### src/rtl/orv64_cache_noc_sched.sv
// rtl/orv64_cache_noc_sched.sv - credit-limited round-robin scheduler from ORV64 cache requesters onto the CPU NOC port
// Optional per-requester stall counters are enabled by defining ORV64_CACHE_NOC_SCHED_PERF_EN.

package orv64_cache_noc_pkg;
    localparam int CPUNOC_TID_SRCID_SIZE = 4;
    localparam int CPUNOC_TID_TID_SIZE   = 4;

    typedef struct packed {
        logic [CPUNOC_TID_SRCID_SIZE-1:0] src;
        logic [CPUNOC_TID_TID_SIZE-1:0]   tid;
    } cpunoc_tid_t;

    typedef struct packed {
        cpunoc_tid_t req_tid;
        logic [1:0]  req_type;
        logic [39:0] req_paddr;
        logic [63:0] req_data;
    } cpu_cache_if_req_t;

    typedef struct packed {
        cpunoc_tid_t resp_tid;
        logic [63:0] resp_data;
    } cpu_cache_if_resp_t;
endpackage

module orv64_cache_noc_sched
    import orv64_cache_noc_pkg::*;
#(
    parameter int N_REQ           = 5,
    parameter int MAX_OUTSTANDING = 4,
    localparam int CNT_W          = $clog2(MAX_OUTSTANDING + 1)
) (
    input  logic                            clk,
    input  logic                            rst,
    input  logic [N_REQ-1:0]                cpu_if_req_valid,
    input  cpu_cache_if_req_t [N_REQ-1:0]   cpu_if_req,
    output logic [N_REQ-1:0]                cpu_if_req_ready,
    output logic [N_REQ-1:0]                cpu_if_resp_valid,
    output cpu_cache_if_resp_t [N_REQ-1:0]  cpu_if_resp,
    input  logic [N_REQ-1:0]                cpu_if_resp_ready,
    output logic                            cache_if_req_valid,
    output cpu_cache_if_req_t               cache_if_req,
    input  logic                            cache_if_req_ready,
    input  logic                            cache_if_resp_valid,
    input  cpu_cache_if_resp_t              cache_if_resp,
    output logic                            cache_if_resp_ready,
    output logic [CNT_W*N_REQ-1:0]          outstanding,
    output logic                            resp_src_err
`ifdef ORV64_CACHE_NOC_SCHED_PERF_EN
    ,
    output logic [16*N_REQ-1:0]             perf_stall_cnt
`endif
);

    localparam int IDX_W = $clog2(N_REQ);
    localparam int SRC_W = CPUNOC_TID_SRCID_SIZE;
    localparam logic [CNT_W-1:0] CNT_MAX = CNT_W'(MAX_OUTSTANDING);

    logic [IDX_W-1:0]  rr_ptr_q, rr_ptr_d;
    logic [CNT_W-1:0]  cnt_q [N_REQ];
    logic [CNT_W-1:0]  cnt_d [N_REQ];
    logic              slot_valid_q, slot_valid_d;
    cpu_cache_if_req_t slot_q, slot_d;
    logic              src_err_q, src_err_d;

    logic [N_REQ-1:0]  eligible;
    logic [N_REQ-1:0]  grant_vec;
    logic [N_REQ-1:0]  resp_sel;
    logic [N_REQ-1:0]  resp_hs;
    logic              slot_free;
    logic              grant_found;
    logic [IDX_W-1:0]  grant_idx;
    logic [IDX_W-1:0]  cand_idx;
    logic [SRC_W-1:0]  resp_src;
    logic              resp_match;

    always_comb begin
        for (int i = 0; i < N_REQ; i++) begin
            eligible[i] = cpu_if_req_valid[i] && (cnt_q[i] < CNT_MAX);
        end
    end

    assign slot_free = !slot_valid_q || cache_if_req_ready;

    // Search starts one past the last winner so the previous winner has lowest priority.
    always_comb begin
        int cand;
        cand        = 0;
        cand_idx    = '0;
        grant_found = 1'b0;
        grant_idx   = '0;
        for (int k = 1; k <= N_REQ; k++) begin
            cand = int'(rr_ptr_q) + k;
            if (cand >= N_REQ) begin
                cand = cand - N_REQ;
            end
            cand_idx = IDX_W'(cand);
            if (!grant_found && eligible[cand_idx]) begin
                grant_found = 1'b1;
                grant_idx   = cand_idx;
            end
        end
    end

    always_comb begin
        grant_vec = '0;
        if (!rst && slot_free && grant_found) begin
            grant_vec[grant_idx] = 1'b1;
        end
    end

    assign cpu_if_req_ready = grant_vec;

    // A response only counts as matched when its source actually has a request in flight.
    always_comb begin
        resp_src   = cache_if_resp.resp_tid.src;
        resp_match = 1'b0;
        resp_sel   = '0;
        for (int i = 0; i < N_REQ; i++) begin
            if (resp_src == SRC_W'(i) && cnt_q[i] != '0) begin
                resp_match  = 1'b1;
                resp_sel[i] = 1'b1;
            end
        end
    end

    always_comb begin
        cpu_if_resp_valid   = '0;
        cache_if_resp_ready = 1'b0;
        if (!rst) begin
            cpu_if_resp_valid   = cache_if_resp_valid ? resp_sel : '0;
            cache_if_resp_ready = resp_match ? |(resp_sel & cpu_if_resp_ready) : 1'b1;
        end
    end

    assign resp_hs = cpu_if_resp_valid & cpu_if_resp_ready;

    always_comb begin
        for (int i = 0; i < N_REQ; i++) begin
            cpu_if_resp[i] = cache_if_resp;
        end
    end

    always_comb begin
        for (int i = 0; i < N_REQ; i++) begin
            cnt_d[i] = cnt_q[i];
            if (grant_vec[i] && !resp_hs[i]) begin
                cnt_d[i] = cnt_q[i] + CNT_W'(1);
            end else if (!grant_vec[i] && resp_hs[i]) begin
                cnt_d[i] = cnt_q[i] - CNT_W'(1);
            end
        end
    end

    always_comb begin
        slot_valid_d = slot_valid_q;
        slot_d       = slot_q;
        rr_ptr_d     = rr_ptr_q;
        if (|grant_vec) begin
            slot_valid_d            = 1'b1;
            slot_d                  = cpu_if_req[grant_idx];
            slot_d.req_tid.src      = SRC_W'(grant_idx);
            rr_ptr_d                = grant_idx;
        end else if (cache_if_req_ready) begin
            slot_valid_d = 1'b0;
        end
    end

    assign src_err_d = src_err_q || (cache_if_resp_valid && !resp_match);

    always_ff @(posedge clk or posedge rst) begin
        if (rst) begin
            rr_ptr_q     <= IDX_W'(N_REQ - 1);
            slot_valid_q <= 1'b0;
            slot_q       <= '0;
            src_err_q    <= 1'b0;
            for (int i = 0; i < N_REQ; i++) begin
                cnt_q[i] <= '0;
            end
        end else begin
            rr_ptr_q     <= rr_ptr_d;
            slot_valid_q <= slot_valid_d;
            slot_q       <= slot_d;
            src_err_q    <= src_err_d;
            for (int i = 0; i < N_REQ; i++) begin
                cnt_q[i] <= cnt_d[i];
            end
        end
    end

    assign cache_if_req_valid = slot_valid_q;
    assign cache_if_req       = slot_q;
    assign resp_src_err       = src_err_q;

    always_comb begin
        for (int i = 0; i < N_REQ; i++) begin
            outstanding[i*CNT_W +: CNT_W] = cnt_q[i];
        end
    end

`ifdef ORV64_CACHE_NOC_SCHED_PERF_EN
    logic [15:0] stall_q [N_REQ];
    logic [15:0] stall_d [N_REQ];

    always_comb begin
        for (int i = 0; i < N_REQ; i++) begin
            stall_d[i] = stall_q[i];
            if (cpu_if_req_valid[i] && !cpu_if_req_ready[i] && stall_q[i] != 16'hFFFF) begin
                stall_d[i] = stall_q[i] + 16'd1;
            end
        end
    end

    always_ff @(posedge clk or posedge rst) begin
        if (rst) begin
            for (int i = 0; i < N_REQ; i++) begin
                stall_q[i] <= '0;
            end
        end else begin
            for (int i = 0; i < N_REQ; i++) begin
                stall_q[i] <= stall_d[i];
            end
        end
    end

    always_comb begin
        for (int i = 0; i < N_REQ; i++) begin
            perf_stall_cnt[i*16 +: 16] = stall_q[i];
        end
    end
`endif

endmodule

### config.mk
export PLATFORM = sky130hd
export DESIGN_NAME = orv64_cache_noc_sched
export DESIGN_NICKNAME = d
export VERILOG_FILES = /design/src/rtl/orv64_cache_noc_sched.sv
export SDC_FILE = /design/constraint.sdc
export NUM_CORES = 1
export LEC_CHECK = 0
export BUFFER_PORTS_ARGS = -buffer_cell sky130_fd_sc_hd__buf_2
export CAP_MARGIN = 30
export CORE_AREA = 4 4 446 448
export DETAILED_ROUTE_END_ITERATION = 12
export DIE_AREA = 0 0 450 452
export GPL_ROUTABILITY_DRIVEN = 0
export PLACE_DENSITY_LB_ADDON = 0.1
export SKIP_LAST_GASP = 1
export SLEW_MARGIN = 20
export SYNTH_ARGS = -nofsm -noshare
export SYNTH_HDL_FRONTEND = slang
export SYNTH_SLANG_ARGS = --single-unit
### constraint.sdc
create_clock -name clk -period 15.7 [get_ports clk]
set_input_delay 4.71 -clock clk [delete_from_list [all_inputs] [get_ports clk]]
set_output_delay 4.71 -clock clk [all_outputs]
set_load 0.02 [all_outputs]
Yosys cells after proc, flatten, opt, wreduce, memory -nomap -nowiden
Cells that the tools add are included.
{"block": "totals", "output_inout_bits": 502, "wordCells": 172, "regBits": 133, "inputBits": 656}
{"block": "classes", "addsub": 20, "bitwise_logic": 2, "n_lt_le_gt_ge": 17, "n_mux": 55, "reduce_logical": 61, "n_eq_ne": 4}
{"operator": "$bmux 114 s3", "count": 1}
{"operator": "$mux 110", "count": 1}
{"operator": "$mux 3", "count": 20}
{"operator": "$logic_and 1x1->1", "count": 28}
{"operator": "$lt 3x4->1 const B", "count": 6}
{"operator": "$mux 1", "count": 24}
{"operator": "$ge 4x3->1 const B", "count": 5}
{"operator": "$logic_not 1->1", "count": 17}
{"operator": "$add 3x1->3 const B", "count": 5}
{"operator": "$bmux 1 s3", "count": 5}
{"operator": "$lt 3x3->1 const B", "count": 5}
{"operator": "$mux 5", "count": 3}
{"operator": "$reduce_bool 3->1", "count": 5}
{"operator": "$sub 3x1->3 const B", "count": 5}
{"operator": "$sub 3x3->3 const B", "count": 5}
{"operator": "$reduce_bool 2->1", "count": 6}
{"operator": "$and 5x5->5", "count": 2}
{"operator": "$reduce_or 5->1", "count": 2}
{"operator": "$add 3x2->4 const B", "count": 2}
{"operator": "$add 3x3->4 const B", "count": 2}
{"operator": "$eq 4x2->1 const B", "count": 2}
{"operator": "$add 3x1->4 const B", "count": 1}
{"operator": "$eq 4x1->1 const B", "count": 1}
{"operator": "$eq 4x3->1 const B", "count": 1}
{"operator": "other kinds (4)", "count": 5}

Longest topological paths before layout
{"block": "depth", "word_depth": 27, "depth_mapped": 23, "depth_no_buf": 19}

Least setup slack after synthesis
OpenSTA, ideal clock, no wires.
{"block": "synth_timing", "kind": "input to output", "start": "input port rst", "end": "output port cpu_if_req_ready[0]", "cell_stages": 8, "t_required_ns": 10.990, "setup_slack_ns": 1.435, "arrival_time_ns": 9.555, "n_path_buf": 3, "path_cell_list": "inv_1 nand2_1 a31o_1 buf_6 or4b_1 buf_2 buf_2 a211oi_1"}
{"block": "synth_via", "elab_chain_len": 4}
{"item": "from (decl)", "line": "34", "text": "input logic rst,"}
{"item": "$logic_not 1->1 (no source line)"}
{"item": "$logic_and 1x1->1 (2 in series)", "line": "107", "text": "if (!rst && slot_free && grant_found) begin"}
{"item": "$mux 5", "line": "107"}
{"item": "to (decl)", "line": "37", "text": "output logic [N_REQ-1:0] cpu_if_req_ready,"}
Every way passes these cells.

Final worst setup path
{"block": "layout_timing", "start": "input port cpu_if_req_valid[3]", "end": "output port cpu_if_req_ready[0]"}
{"block": "layout_via", "elab_chain_len": 21, "word_cells_on_any_way": 36, "cone_classes": "order compare: 2; mux: 23; reduce/logical: 11"}
{"item": "from (decl)", "line": "35", "text": "input logic [N_REQ-1:0] cpu_if_req_valid,"}
{"item": "$logic_and 1x1->1 (*)", "line": "79", "text": "eligible[i] = cpu_if_req_valid[i] && (cnt_q[i] < CNT_MAX);"}
{"item": "$bmux 1 s3", "line": "98", "text": "if (!grant_found && eligible[cand_idx]) begin"}
{"item": "$mux 1 (implied by the code)", "line": "98"}
{"item": "$mux 1", "line": "98"}
{"item": "$logic_not 1->1", "line": "98"}
{"item": "$logic_and 1x1->1", "line": "98"}
{"item": "$mux 1", "line": "98"}
{"item": "$logic_not 1->1", "line": "98"}
{"item": "[... 5 more ...]"}
{"item": "$logic_not 1->1", "line": "98"}
{"item": "$logic_and 1x1->1", "line": "98"}
{"item": "$mux 3", "line": "98"}
{"item": "$lt 3x4->1 (implied by the code) or $ge 3x1->1 (tied branches)", "line": "108", "text": "grant_vec[grant_idx] = 1'b1;"}
{"item": "$logic_and 1x1->1 (implied by the code)", "line": "108"}
{"item": "$mux 1 (implied by the code)", "line": "108"}
{"item": "$demux 1 s3", "line": "108"}
{"item": "$mux 5 (*)", "line": "107"}
Mark *: on every way between the ends. The rest lies on a longest branch, timed or not. The select of a mux whose other input is x is not followed.

==> out/results.txt <==
Critical Path Sink Type: primary output
final hold vios: 0
Max Cap Viol: 0
Starting Density: 8.606%
Async SR Flop Fraction: 100.0%
worst path cell trace: buf_2 -> or2b_1 -> a211o_1 -> a31oi_1 -> nor2_1 -> a31o_4 -> or4b_4 -> a211oi_1 -> buf_2 -> buf_2
Synth Area in Compound Gates: 24.42%
post-CTS setup repair buffer count: 0
first-pass GRT wire length: 163.0 mm
Post-DP Area: 20,130 sq um
chip height: 452 um
fin area: 20,820 sq um
maximum clock path buffer count: 2
Worst Setup Path Type: in2out
DR iter-0 viols: 885
Post-CTS Hold Fix Bufs: 0
WHS: 0.4950 ns
syn nets: 2,737
WL/cell: 24.87 um
sequential area share after synthesis: 19.58%
worst skew pair latency: 0.56 ns
Post-synth EDFFs: 0
Multi-input gate area: 9550 sq um
Main synth FF type: dfrtp_1
Clock Pin Slew Worst Setup and Hold Paths: 0.07 ns
Cell Rows: 162
synthesized area per cell: 8.125 sq um
hold-critical path depth: 2
reg2reg start: rr_ptr_q[1]
min Tclk post-route: 12.81 ns
startpoint types: primary input
outcome: finished clean
total negative slack: 0 ns
antenna-violating nets left: 0
drt first pass iters: 5
CP max stage delay: 0.85 ns
xor/xnor cell area share of the yosys netlist: 1.046%
pin count of the biggest net entering global routing: 96
vias in the first global route: 18,430
post-synthesis cell type count: 89
Worst setup startpoint: cpu_if_req_valid[3]
yosys warns: 0
Syn Inst Count: 2,061
total wire length: 120.5 mm
Final nets: 2,939
area fraction in and, or, nand and nor cells after synthesis: 28.47%
Peak Freq: 78.07 MHz
share of layout cells above drive strength 1: 38.18%
Detailed Place HPWL: 88.46 mm
Post-Place Worst Slack: 2.789 ns
IO buf count: 728
Tot GR Track Use: 11.40%
Synth Area in Adders: 1.763%
cell mode on critical path: buf_2
initial antenna violation count: 50
RSZ-0062 raised after global routing: false
r2r worst-path depth: 13
critical path's slowest cell: or4b_4
CP required: 10.99 ns
count of boundary I/O pins: 1,158
Final period util: 81.58%
DRC Markers: 0
HP Start: cache_if_req[112]
Slew headroom: 36.89%
Num CTS Buffers: 17
CP max FO: 44
Synth Register Bits: 131
H-tree levels: 4
final setup vio count: 0
worst setup margin: 2.891 ns
# fillers: 22,810
CTS tree: yes
Seq. cell area: 3279 sq um
WP data arrival: 8.10 ns
Vias: 17,570
CTS resizes: 0
mux cell area share after synthesis: 0.7845%
vias per cell: 3.625
Final Skew: 0.01541 ns
synthesized area: 16,750 sq um
worst slew pin tran: 0.9466 ns
Die Wd: 450 um
CTS root buffer: clkbuf_16
Hold WC Path Type: reg2reg
die area: 203,400 sq um
total grt overflow: 0
core footprint: 194,600 sq um
Final Max Slew Viols: 0
largest family of logic cells by synthesized area: simple AND/OR/NAND/NOR gates
CTS sink count: 131
Layout area overhead: 24.35%
final timing paths:
| path | end | slack [ns] |
|---|---|---|
| hold / removal | cache_if_req[112] | 0.50 |
| max in group asynchronous | cache_if_req[76] | 10.04 |
| hold reg to reg | cache_if_req[112] | 0.50 |
| setup reg to reg | cache_if_req[21] | 9.19 |
| min in group asynchronous | outstanding[7] | 4.16 |
| setup / recovery | cpu_if_req_ready[0] | 2.89 |
stage by stage:
stage,cells,util [%]
global placement,4782,10.33
finish,4846,10.70
detailed placement,4786,10.35
floorplan,2061,-
CTS,4818,10.67
global route,4833,10.68
sequential cells by signal (all words and copies together) (netlist names):
| name | flops |
|---|---|
| cache_if_req | 111 |
| outstanding | 15 |
| resp_src_err | 1 |
| rr_ptr_q | 3 |
| cache_if_req_valid | 1 |
final cells by class:
| class | instances | area share [%] |
|---|---|---|
| clock buffer | 20 | 2.241 |
| clock inverter | 12 | 0.7451 |
| timing repair buffer | 774 | 19.50 |
| tap | 2542 | 15.27 |
| multi-input combinational | 1325 | 45.86 |
| inverter | 14 | 0.2884 |
| sequential | 131 | 15.75 |
| antenna | 28 | 0.3365 |
Yosys cell counts (101+ instances only):
library cell / number / share of area (%)
clkbuf_1: 150 / 3.4
dfrtp_1: 130 / 19
o211ai_1: 101 / 4.5
nor2_1: 132 / 3.0
a21boi_0: 110 / 4.9
a211o_1: 102 / 5.3
nand2b_1: 106 / 4.0
and3_1: 110 / 4.1
nand4_1: 212 / 7.9
o221ai_1: 112 / 5.9
buf_4: 364 / 16
or4_1: 110 / 4.9
layer usage:
metal	track usage, %	share of wire (%)
met4	3.371	2.1
met1	13.68	42
met3	3.306	6.1
met5	0	0.023
met2	19.64	50
critical path: cells and delay by family:
family	cells	cell delay, ns
AOI/OAI and AO/OA	4	1.42
and+or+nand+nor	3	1.42
buffers and inverters	3	0.54
cell usage in the layout (no fill, tap or decap), types with 7 or more instances in the layout:
| master | synthesis | layout |
|---|---|---|
| a211o_1 | 102 | 101 |
| a211o_2 | 10 | 10 |
| a21boi_0 | 110 | 110 |
| a21oi_1 | 9 | 9 |
| and3_1 | 110 | 110 |
| buf_2 | 31 | 729 |
| buf_4 | 364 | 39 |
| clkbuf_16 | 0 | 17 |
| dfrtp_1 | 130 | 130 |
| diode_2 | 0 | 28 |
| ha_1 | 14 | 14 |
| inv_1 | 13 | 12 |
| nand2_1 | 18 | 18 |
| nand2b_1 | 106 | 106 |
| nand4_1 | 212 | 212 |
| nand4_2 | 10 | 10 |
| nor2_1 | 132 | 131 |
| nor2b_1 | 7 | 7 |
| nor3_1 | 12 | 12 |
| o211ai_1 | 101 | 101 |
| o211ai_2 | 10 | 10 |
| o21ai_0 | 7 | 7 |
| o221ai_1 | 112 | 112 |
| or2b_1 | 12 | 12 |
| or4_1 | 110 | 110 |
| xnor2_1 | 9 | 9 |
| xor2_1 | 11 | 11 |
cells by family after synthesis:
kind of cell	Yosys count
xor+xnor	20
simple gates	774
flops	131
buf+inv	605
fa+ha+maj	20
mux	12
other cells	1
compound gates	498
Power is left out: the tool's default activity adds up to more than one toggle a clock period on the data nets, which glitch-free logic cannot reach.
